File: config.mk
export PLATFORM = sky130hd
export DESIGN_NAME = img_bit_loader
export DESIGN_NICKNAME = d
export VERILOG_FILES = /design/src/rtl/img_bit_loader.sv
export SDC_FILE = /design/constraint.sdc
export NUM_CORES = 1
export LEC_CHECK = 0
export ABC_AREA = 1
export ABC_CLOCK_PERIOD_IN_PS = 1800
export CAP_MARGIN = 5
export CORE_AREA = 2 2 62 64
export DETAILED_ROUTE_END_ITERATION = 8
export DIE_AREA = 0 0 64 66
export GPL_TIMING_DRIVEN = 1
export PLACE_DENSITY = 0.81
export SLEW_MARGIN = 20
export SYNTH_ARGS = -nofsm -noshare
export SYNTH_HDL_FRONTEND = slang
export SYNTH_SLANG_ARGS = --single-unit
export TNS_END_PERCENT = 50
File: constraint.sdc
create_clock -name clk -period 1.8 [get_ports clk]
set_input_delay 0.36 -clock clk [delete_from_list [all_inputs] [get_ports clk]]
set_output_delay 0.36 -clock clk [all_outputs]
set_load 0.1 [all_outputs]
File: src/rtl/img_bit_loader.sv
// rtl/img_bit_loader.sv - unpacks UART bytes LSB-first into single-bit image RAM writes
// Starts the core once a full image is stored and holds off new bytes until it finishes.
module img_bit_loader #(
    parameter int IMG_BITS = 784,
    parameter int ADDR_W   = 10
) (
    input  logic              clk,
    input  logic              rst,
    input  logic [7:0]        rx_data,
    input  logic              rx_rdy,
    input  logic              core_done,
    output logic              ram_we,
    output logic [ADDR_W-1:0] ram_addr,
    output logic              ram_wdata,
    output logic              img_start,
    output logic              busy,
    output logic              overrun
);

    typedef enum logic [1:0] {
        S_IDLE,
        S_SHIFT,
        S_START,
        S_WAIT
    } state_t;

    localparam logic [ADDR_W-1:0] LAST_ADDR = ADDR_W'(IMG_BITS - 1);

    state_t            state_q, state_d;
    logic [7:0]        shift_q, shift_d;
    logic [7:0]        hold_q, hold_d;
    logic              hold_valid_q, hold_valid_d;
    logic [2:0]        k_q, k_d;
    logic [ADDR_W-1:0] bit_cnt_q, bit_cnt_d;
    logic              overrun_q, overrun_d;

    always_ff @(posedge clk) begin
        if (rst) begin
            state_q      <= S_IDLE;
            shift_q      <= '0;
            hold_q       <= '0;
            hold_valid_q <= 1'b0;
            k_q          <= '0;
            bit_cnt_q    <= '0;
            overrun_q    <= 1'b0;
        end else begin
            state_q      <= state_d;
            shift_q      <= shift_d;
            hold_q       <= hold_d;
            hold_valid_q <= hold_valid_d;
            k_q          <= k_d;
            bit_cnt_q    <= bit_cnt_d;
            overrun_q    <= overrun_d;
        end
    end

    always_comb begin
        state_d      = state_q;
        shift_d      = shift_q;
        hold_d       = hold_q;
        hold_valid_d = hold_valid_q;
        k_d          = k_q;
        bit_cnt_d    = bit_cnt_q;
        overrun_d    = overrun_q;
        ram_we       = 1'b0;
        img_start    = 1'b0;
        busy         = 1'b1;

        case (state_q)
            S_IDLE: begin
                busy = 1'b0;
                if (rx_rdy) begin
                    shift_d = rx_data;
                    k_d     = 3'd0;
                    state_d = S_SHIFT;
                end
            end

            S_SHIFT: begin
                ram_we    = 1'b1;
                shift_d   = shift_q >> 1;
                k_d       = k_q + 3'd1;
                bit_cnt_d = bit_cnt_q + ADDR_W'(1);
                if (rx_rdy) begin
                    if (!hold_valid_q) begin
                        hold_d       = rx_data;
                        hold_valid_d = 1'b1;
                    end else begin
                        overrun_d = 1'b1;
                    end
                end
                if (k_q == 3'd7) begin
                    if (bit_cnt_q == LAST_ADDR) begin
                        // Image complete: anything buffered belongs to no image and is lost.
                        state_d      = S_START;
                        bit_cnt_d    = '0;
                        hold_valid_d = 1'b0;
                        if (hold_valid_q || rx_rdy) begin
                            overrun_d = 1'b1;
                        end
                    end else if (hold_valid_q) begin
                        shift_d      = hold_q;
                        hold_valid_d = 1'b0;
                        k_d          = 3'd0;
                    end else if (rx_rdy) begin
                        // Byte arriving on the last bit goes straight to the shifter.
                        shift_d      = rx_data;
                        hold_valid_d = 1'b0;
                        k_d          = 3'd0;
                    end else begin
                        state_d = S_IDLE;
                    end
                end
            end

            S_START: begin
                img_start = 1'b1;
                bit_cnt_d = '0;
                if (rx_rdy) begin
                    overrun_d = 1'b1;
                end
                state_d = S_WAIT;
            end

            S_WAIT: begin
                if (rx_rdy) begin
                    overrun_d = 1'b1;
                end
                if (core_done) begin
                    state_d = S_IDLE;
                end
            end

            default: state_d = S_IDLE;
        endcase
    end

    assign ram_addr  = bit_cnt_q;
    assign ram_wdata = shift_q[0];
    assign overrun   = overrun_q;

endmodule
[Word level (Yosys, flattened, before mapping)]
Cells that the tools add are included.
Operators by class
  reductions and logical operators: 10
  bitwise logic cells: 1
  $add $sub $neg: 2
  multiplexer cells: 37
  equal/unequal tests: 11
Operators with widths (number)
  $mux W8: 5
  $mux W10: 2
  $pmux W10 S2: 1
  $pmux W8 S2: 1
  $mux W3: 5
  $mux W1: 14
  $mux W2: 6
  $add A10 B1 Y10 const B: 1
  $eq A10 B10 Y1 const B: 1
  $pmux W2 S4: 1
  $ne A2 B2 Y1 const B: 3
  $ne A3 B3 Y1 const B: 2
  $pmux W3 S2: 1
  $reduce_bool A2 Y1: 3
  $reduce_and A5 Y1: 1
  $eq A2 B2 Y1 const B: 2
  $reduce_and A2 Y1: 2
  $add A3 B1 Y3 const B: 1
  $eq A3 B3 Y1 const B: 1
  $reduce_and A3 Y1: 1
  $eq A2 B1 Y1 const B: 1
  $logic_not A2 Y1: 1
  $ne A2 B1 Y1 const B: 1
  $pmux W1 S2: 1
  other kinds (3): 3
Storage, ports and cells
  bits of input ports: 12
  register bits after elaboration: 33

[Longest topological paths before layout]
Gate-level depths: netlist (run 1).
  depth in word-level cells: 6
  depth in mapped cells: 11

[Least setup slack after synthesis (run 1)]
Ideal clock, no wire load.
  path type: register to register
  from: reg with a tool-made name
  to: reg shift_q[7]
  cell stages (with the launch flop): 11
  path slack: -0.403 ns
  setup time: 0.120 ns
  required time: 1.680 ns
  period minus slack after synthesis: 2.203 ns
  buffers on the path: 1
  arrival time: 2.083 ns
  path through: dfxtp_1 > inv_1 > ha_1 > inv_2 > nor2_1 > inv_2 > nand2_2 > inv_2 > buf_4 > a21oi_1 > a21oi_1
RTL lines
  end signal, assigned: line 48  | shift_q <= shift_d;
  end, declared: line 30  | logic [7:0] shift_q, shift_d;

[Worst setup path after layout (run 1)]
  from: reg state_q[0]
  to: out busy
On the way
  word-level cells in the longest chain between the ends: 2
RTL lines
  start, declared: line 29  | state_t state_q, state_d;
  start signal, assigned: line 47  | state_q <= state_d;
  $logic_not A2 Y1: line 69  | case (state_q)
  $mux W1: line 69
  end, declared: line 16  | output logic busy,
No other way between the ends.

==> impl_metrics.yaml, run 1 <==
sta:
  hold_viol_final: 0
  max_freq_mhz: 608
  final_max_slew_viol_count: 0
  worstMarginPinSlew_ns: 0.376
  rsz0062_at_grt: "false"
  period_minus_slack_ns: 1.64
  fin_ws_ns: 0.155
  final.setup_skew_ns: 0.00896
  setup_viol: 0
  final.period_utilization_pct: 91.4
  max_slew_margin_pct: 74.9
worst_setup_path:
  rr_worst_depth: 7
  arrival_ns: 1.28
  startpoint_type: "flop"
  criticalPathCategory: "flop to output port"
  critPathMaxFanout: 5
  crit_required_ns: 1.44
  cp-end-kind: "output port"
finish:
  final_cell_area_sq_mm: 0.00244
  layout.nets: 324
  regArea_sq_um: 672
  stdcell_count: 354
  antennaDiodeCount: 0
  multiInputGateArea_sq_um: 997
  areaGrowthSynthToFinish_pct: 34.3
  layout-drive-gt1-share_pct: 20.6
  nFillCells: 283
die:
  rows: 22
  dieArea_sq_mm: 0.00422
  die_x_um: 64
  ioPinCount: 27
  start_util_pct: 51.2
  die_h_um: 66
  core_area_sq_mm: 0.00355
clock_tree:
  clock-root-buffer: "clkbuf_4"
  cts.clk_slew.worst_paths_ns: 0.10
  post_cts_buffers: 0
  cts_tree: "yes"
  holdBufCountCts: 0
  clk_latency_ns: 0.34
  htree_levels: 2
  clock_path_buffers: 2
  cts_buffers: 5
  cts_resized: 0
  clock-sinks: 33
logic_synthesis:
  synthMuxAreaShare_pct: 0
  syn_area_per_cell_sq_um: 6.73
  async_reset_ff_share_pct: 0
  synth_top_cell_by_area: "dfxtp_1"
  synthSimpleGateAreaFrac_pct: 31.8
  synthFlopType: "dfxtp_1"
  yosys-top-cells-area: "dfxtp_1 36%, nand2_1 17%, a21oi_1 7.7%"
  synth_warnings: 0
  synth-xor-area-share_pct: 2.89
  synth_fa_ha_area_share_pct: 4.82
  synthCells: 270
  synth_seq_cells: 33
  synth_nets: 289
  synth_common_cells: "83 x nand2_1, 33 x dfxtp_1, 31 x inv_1"
  netlist_area_sq_mm: 0.00182
  synth_enable_flop_cells: 0
  yosysMostFrequentCell: "nand2_1"
  synth_top_area_share_pct: 36.3
  synth_cell_type_count: 28
  synth_top_family_by_area: "simple AND/OR/NAND/NOR gates"
  synth-seq-area-share_pct: 36.3
  synth-compound-area-share_pct: 13.8
global_routing:
  overflow: 0
  grt_first_pass_wirelength_mm: 7.24
  track_usage_pct: 21.7
  antenna_found_initial: 0
  grt_max_degree: 24
  grt_pass1_vias: 1734
route:
  via_per_inst: 5.08
  drc_errors: 0
  ant_nets: 0
  avgRoutedWirePerCell_um: 11.3
  drt_iter0_drc: 173
  first_pass_iters: 4
  wirelength_mm: 3.99
  vias: 1797
placed_design:
  port_buffers: 26
  dp.cells: 346
  post_dp_cell_area_sq_mm: 0.00236
  dp_hpwl_mm: 2.97
  routabilityCongestion: 0.887
  dp_slack_ns: -0.0514
worst_hold_path:
  hp-class: "flop to flop"
  holdPathStages: 2
power_and_ir_drop:
  p_per_area_mw_per_mm2: 911
  leakage_uw: 0.00101
  peakVddDrop_mv: 0.640
run_status:
  outcome: "completed"
run:
  max-cap-violations: 0
worst max-delay path, stage by stage (launching register included):
cell and delay, ns:
dfxtp_2 0.41, inv_2 0.08, ha_4 0.18, clkinvlp_4 0.09
buf_12 0.17
cell families (layout without fill, tap and decap cells):
| family | Yosys count | after routing |
|---|---|---|
| xor gates and xnor gates | 6 | 6 |
| adders and majority gates | 7 | 7 |
| DFF | 33 | 33 |
| buffers and inverters | 44 | 80 |
| AOI/OAI and AO/OA | 49 | 49 |
| and+or+nand+nor | 131 | 131 |
area by class of cell:
cell class	instances	area share [%]
Inverter	35	5.53
Clock inverter	1	1.23
Tap cell	48	2.46
Multi-Input combinational cell	193	40.8
Clock buffer	7	2.25
Sequential cell	33	27.5
Timing Repair Buffer	37	20.2
power by group:
part	internal (uW)	leakage, uW	total (uW)	switching, uW
logic	303	0.000693	773	471
clock network	332	0.0000455	588	257
registers	803	0.000273	864	61.7
total	1440	0.00101	2230	789
metrics by stage:
step           power, uW  utilization (%)  setup TNS, ns  hold WS, ns
2_1_floorplan       1400                -         -0.428        0.432
4_1_cts             2240             68.8              0        0.472
3_3_place_gp        1640             66.4       -0.00199        0.453
3_5_place_dp        1650             66.4         -0.209        0.456
5_1_grt             2350             68.8              0        0.489
6_report            2230             68.8              0        0.470
per-layer routing:
metal | track usage (%) | share of wire [%]
met2 | 37.2 | 47
met1 | 25.4 | 46
met5 | 0 | 0
met4 | 9.78 | 2.1
met3 | 5.62 | 5.1
cells in the final DEF (no fill, tap or decap), drive strengths merged:
| cell | Yosys | routed |
|---|---|---|
| nor2 | 21 | 21 |
| inv | 35 | 34 |
| nand2 | 84 | 84 |
| nor3b | 1 | 1 |
| o21a | 1 | 1 |
| clkbuf | 2 | 7 |
| bufinv | 0 | 1 |
| nand4 | 2 | 2 |
| dfxtp | 33 | 33 |
| buf | 7 | 26 |
| clkdlybuf4s50 | 0 | 11 |
| a21oi | 28 | 28 |
| and3 | 1 | 1 |
| nor3 | 5 | 5 |
| clkinvlp | 0 | 1 |
| o21ai | 20 | 20 |
| xnor2 | 2 | 2 |
| ha | 7 | 7 |
| xor2 | 4 | 4 |
| nand3 | 17 | 17 |
sequential cells by signal (all words and copies together), names as in the netlist, named ones only:
name          flops
hold_q            8
ram_addr         10
state_q           1
shift_q           8
overrun           1
k_q               3
hold_valid_q      1
path summary, 6_finish.rpt:
kind,start,end,slack [ns]
worst max register to register,k_q[0],flop,0.18
worst max-delay path,state_q[0],busy,0.16
worst min-delay path,shift_q[3],shift_q[3],0.47
worst min register to register,shift_q[3],shift_q[3],0.47
Note: power is estimated with default switching activity, not from simulation.
==> run 2, diff against run 1 <==
--- a/config.mk
+++ b/config.mk
@@ -6,13 +6,14 @@
 export NUM_CORES = 1
 export LEC_CHECK = 0
 export ABC_AREA = 1
-export ABC_CLOCK_PERIOD_IN_PS = 1800
+export ABC_CLOCK_PERIOD_IN_PS = 2100
 export CAP_MARGIN = 5
-export CORE_AREA = 2 2 62 64
+export CORE_AREA = 3 3 60 62
+export CTS_CLUSTER_SIZE = 20
 export DETAILED_ROUTE_END_ITERATION = 8
-export DIE_AREA = 0 0 64 66
+export DIE_AREA = 0 0 63 65
 export GPL_TIMING_DRIVEN = 1
-export PLACE_DENSITY = 0.81
+export PLACE_DENSITY = 0.88
 export SLEW_MARGIN = 20
 export SYNTH_ARGS = -nofsm -noshare
 export SYNTH_HDL_FRONTEND = slang
==> constraint.sdc (replaced) <==
create_clock -name clk -period 2.1 [get_ports clk]
set_input_delay 0.42 -clock clk [delete_from_list [all_inputs] [get_ports clk]]
set_output_delay 0.42 -clock clk [all_outputs]
set_load 0.1 [all_outputs]
==> run 2 against run 1 <==
Compared with the run above:
- via count down 4.2%
- worst hold slack worse by 0.0098 ns
- clock skew rose by 0.0080 ns
- die area fell by 3.1%
- first-iteration DRC count fell by 14%
- setup slack better by 0.047 ns
- core utilization up 2.5 points
- sequential cell count unchanged
- non-clock buffer count down 8
- critical endpoint unchanged
- largest cell class unchanged
==> impl_metrics.yaml, run 2 (synthesized netlist as in run 1, its figures left out) <==
clock_tree:
  htree_levels: 2
  clock-root-buffer: "clkbuf_4"
  cts_buffers: 5
  post_cts_buffers: 0
  holdBufCountCts: 0
  clock_path_buffers: 2
  clock-sinks: 33
  clk_latency_ns: 0.34
  cts_tree: "yes"
  cts.clk_slew.worst_paths_ns: 0.11
  cts_resized: 0
sta:
  period_minus_slack_ns: 1.90
  fin_setup_tns_ns: 0
  max_freq_mhz: 527
  final.setup_skew_ns: 0.0170
  final.period_utilization_pct: 90.4
  worstMarginPinSlew_ns: 0.443
  max_slew_margin_pct: 70.5
  hold_viol_final: 0
  final_max_slew_viol_count: 0
  setup_viol: 0
  holdWs_ns: 0.460
  rsz0062_at_grt: "false"
finish:
  areaGrowthSynthToFinish_pct: 20.6
  fin_util_pct: 71.3
  antennaDiodeCount: 0
  nFillCells: 265
  mostFrequentLayoutCell: "nand2_1"
  layout.nets: 316
  largest_reg_flops: 10
  layout_common_cells: "83 x nand2_1, 31 x dfxtp_1, 30 x inv_1"
  layout-drive-gt1-share_pct: 14.8
  stdcell_count: 342
power_and_ir_drop:
  leakage_uw: 0.000935
  power_uw: 1830
  peakVddDrop_mv: 0.546
  p_per_area_mw_per_mm2: 833
die:
  die_h_um: 65
  ioPinCount: 27
  dieArea_sq_mm: 0.00410
  start_util_pct: 59.1
  die_x_um: 63
  rows: 20
  core_area_sq_mm: 0.00308
placed_design:
  routabilityCongestion: 0.911
  port_buffers: 26
  dp.cells: 334
  dp_hpwl_mm: 2.82
route:
  via_per_inst: 5.03
  vias: 1721
  ant_nets: 0
  drt_iter0_drc: 149
  drc_errors: 0
  avgRoutedWirePerCell_um: 11.6
  first_pass_iters: 4
  wirelength_mm: 3.98
global_routing:
  antenna_found_initial: 0
  grt_first_pass_wirelength_mm: 6.58
  overflow: 0
  track_usage_pct: 20.0
  grt_pass1_vias: 1484
  grt_max_degree: 24
worst_setup_path:
  critPathSlowestCell: "dfxtp_1"
  path_cells: "inv_1, ha_1, clkinvlp_4, buf_12"
  crit_path_max_incr_delay_ns: 0.44
  critPathMaxFanout: 5
  crit_required_ns: 1.68
  startpoint_type: "flop"
  criticalPathCategory: "flop to output port"
  cp-end-kind: "output port"
  arrival_ns: 1.48
worst_hold_path:
  hp-class: "flop to flop"
run:
  max-cap-violations: 0
run_status:
  outcome: "completed"
run 2: cell count changes in the layout (fill, tap and decap cells not counted), sizes merged:
cell  change
buf       -8
run 2: critical path, delay by kind of cell (launching register included):
kind | cells | cell delay [ns]
buffers and inverters | 3 | 0.41
flip-flops | 1 | 0.44
adder cells (fa/ha/maj) | 1 | 0.28
run 2: final timing paths:
check                           startpoint         end  slack [ns]  cells past startpoint
worst max register to register        flop  shift_q[6]        0.21                     10
worst min-delay path               overrun     overrun        0.46                      2
worst min register to register     overrun     overrun        0.46                      2
worst max-delay path            state_q[0]        busy        0.20                      4
run 2: metal layers:
metal / GRT usage (%) / share of wire, %
met1: 26.0 / 49
met2: 31.4 / 44
met3: 6.24 / 5.8
met4: 6.34 / 1.3
met5: 0 / 0
run 2: power by group:
part           leakage [uW]  switching, uW  internal [uW]
Combinational      0.000620            398            191
Clock             0.0000455            222            284
Sequential         0.000270           44.3            687
Total              0.000935            664           1160
run 2: cell type report:
cell class / instances / area, sq um / share of cell area [%]
timing repair buffer: 29 / 283 / 12.9
clock inverter: 1 / 30.0 / 1.37
multi-input combinational: 193 / 972 / 44.3
inverter: 35 / 135 / 6.16
tap: 44 / 55.1 / 2.51
clock buffer: 7 / 55.1 / 2.51
sequential: 33 / 663 / 30.2
run 2: through the flow:
step / setup slack, ns / cell area (sq um)
after floorplan: 0.0948 / 1830
after global placement: 0.104 / 2110
after detailed placement: 0.103 / 2110
after CTS: 0.219 / 2190
after global routing: 0.0204 / 2190
final: 0.203 / 2190
==> run 3, diff against run 2 <==
--- a/config.mk
+++ b/config.mk
@@ -9,12 +9,13 @@
 export ABC_CLOCK_PERIOD_IN_PS = 2100
 export CAP_MARGIN = 5
 export CORE_AREA = 3 3 60 62
+export CTS_BUF_LIST = sky130_fd_sc_hd__clkbuf_4 sky130_fd_sc_hd__clkbuf_8 sky130_fd_sc_hd__clkbuf_16
 export CTS_CLUSTER_SIZE = 20
 export DETAILED_ROUTE_END_ITERATION = 8
 export DIE_AREA = 0 0 63 65
 export GPL_TIMING_DRIVEN = 1
 export PLACE_DENSITY = 0.88
-export SLEW_MARGIN = 20
+export SLEW_MARGIN = 0
 export SYNTH_ARGS = -nofsm -noshare
 export SYNTH_HDL_FRONTEND = slang
 export SYNTH_SLANG_ARGS = --single-unit
==> run 3 against run 2 <==
Compared with the run above:
- non-clock buffer count unchanged
- maximum frequency about the same
- via count about the same
- total power increased by 0.59%
- sequential share of layout area decreased by 0.052 points
- sequential power about the same
- sequential cell count unchanged
- cell count unchanged
- register-to-register slack about the same
- first-iteration DRC count increased by 10%
- critical path type unchanged
- highest routed layer unchanged
==> impl_metrics.yaml, run 3 (synthesized netlist as in run 1, its figures left out) <==
run:
  max-cap-violations: 0
route:
  wirelength_mm: 4.01
  avgRoutedWirePerCell_um: 11.7
  vias: 1722
  ant_nets: 0
  via_per_inst: 5.04
  first_pass_iters: 4
  drc_errors: 0
  drt_iter0_drc: 164
finish:
  largest_reg_flops: 10
  areaGrowthSynthToFinish_pct: 20.9
  layout_common_cells: "83 x nand2_1, 31 x dfxtp_1, 30 x inv_1"
  fin_util_pct: 71.4
  antennaDiodeCount: 0
  layout.nets: 316
  mostFrequentLayoutCell: "nand2_1"
  layout-drive-gt1-share_pct: 15.1
sta:
  final.setup_skew_ns: 0.0174
  max_slew_margin_pct: 70.1
  rsz0062_at_grt: "false"
  fin_ws_ns: 0.201
  final_max_slew_viol_count: 0
  worstMarginPinSlew_ns: 0.449
  holdWs_ns: 0.460
  fin_setup_tns_ns: 0
  final.period_utilization_pct: 90.4
  setup_viol: 0
  max_freq_mhz: 527
  period_minus_slack_ns: 1.90
  hold_viol_final: 0
worst_setup_path:
  criticalPathCategory: "flop to output port"
  startpoint_type: "flop"
  cp-end-kind: "output port"
  critPathMaxFanout: 5
  crit_required_ns: 1.68
  arrival_ns: 1.48
global_routing:
  antenna_found_initial: 0
  overflow: 0
  grt_pass1_vias: 1466
  grt_first_pass_wirelength_mm: 6.58
  grt_max_degree: 24
  track_usage_pct: 20.0
clock_tree:
  holdBufCountCts: 0
  cts_resized: 0
  cts_buffers: 5
  clock-sinks: 33
  clk_latency_ns: 0.34
  clock-root-buffer: "clkbuf_4"
  post_cts_buffers: 0
  cts_tree: "yes"
  htree_levels: 2
  clock_path_buffers: 2
  cts.clk_slew.worst_paths_ns: 0.11
placed_design:
  routabilityCongestion: 0.911
  dp_slack_ns: 0.103
  dp_hpwl_mm: 2.82
  port_buffers: 26
die:
  start_util_pct: 59.1
  core_area_sq_mm: 0.00308
  die_h_um: 65
  dieArea_sq_mm: 0.00410
  rows: 20
  ioPinCount: 27
  die_x_um: 63
power_and_ir_drop:
  peakVddDrop_mv: 0.545
  p_per_area_mw_per_mm2: 836
  leakage_uw: 0.000938
worst_hold_path:
  hp-class: "flop to flop"
run_status:
  outcome: "completed"
==> run 3: cell types whose count changed in the layout (fill, tap and decap cells not counted) <==
cell	change
clkbuf_4	+1
clkbuf_1	-1
==> run 3: critical path, stage by stage, from the launching register on <==
cell and delay (ns):
dfxtp_1 0.44, inv_1 0.12, ha_1 0.28, clkinvlp_4 0.12, buf_12 0.17
==> run 3: power by group <==
part / total [uW] / internal (uW) / switching, uW
sequential: 731 / 687 / 44.0
clock: 518 / 297 / 220
combinational: 589 / 191 / 398
total: 1840 / 1180 / 662
==> run 3: metal layers <==
| layer | part of all wire (%) | track usage [%] | vias to the layer above |
|---|---|---|---|
| met5 | 0 | 0 | - |
| met4 | 1.2 | 6.61 | 0 |
| met3 | 6.6 | 5.55 | 6 |
| met2 | 44 | 31.8 | 56 |
| met1 | 48 | 26.1 | 754 |
| li1 | - | - | 906 |
==> run 3: final cells by class <==
| cell class | instances | area (sq um) |
|---|---|---|
| Tap cell | 44 | 55.1 |
| Inverter | 35 | 135 |
| Timing Repair Buffer | 29 | 283 |
| Clock buffer | 7 | 58.8 |
| Sequential cell | 33 | 663 |
| Fill cell | 265 | 881 |
| Clock inverter | 1 | 30.0 |
| Multi-Input combinational cell | 193 | 972 |
==> run 3: final timing paths <==
path | from | to | slack [ns] | depth (start not counted)
setup reg to reg | state_q[0] | shift_q[6] | 0.22 | 11
hold reg to reg | overrun | overrun | 0.46 | 2
hold / removal | overrun | overrun | 0.46 | 2
setup / recovery | state_q[0] | busy | 0.20 | 4
==> run 3: through the flow <==
stage	area (sq um)	cells	power [uW]
finish	2200	342	1840
global route	2200	342	1930
CTS	2200	342	1840
detailed placement	2110	334	1330
global placement	2110	334	1320
floorplan	1830	270	1180
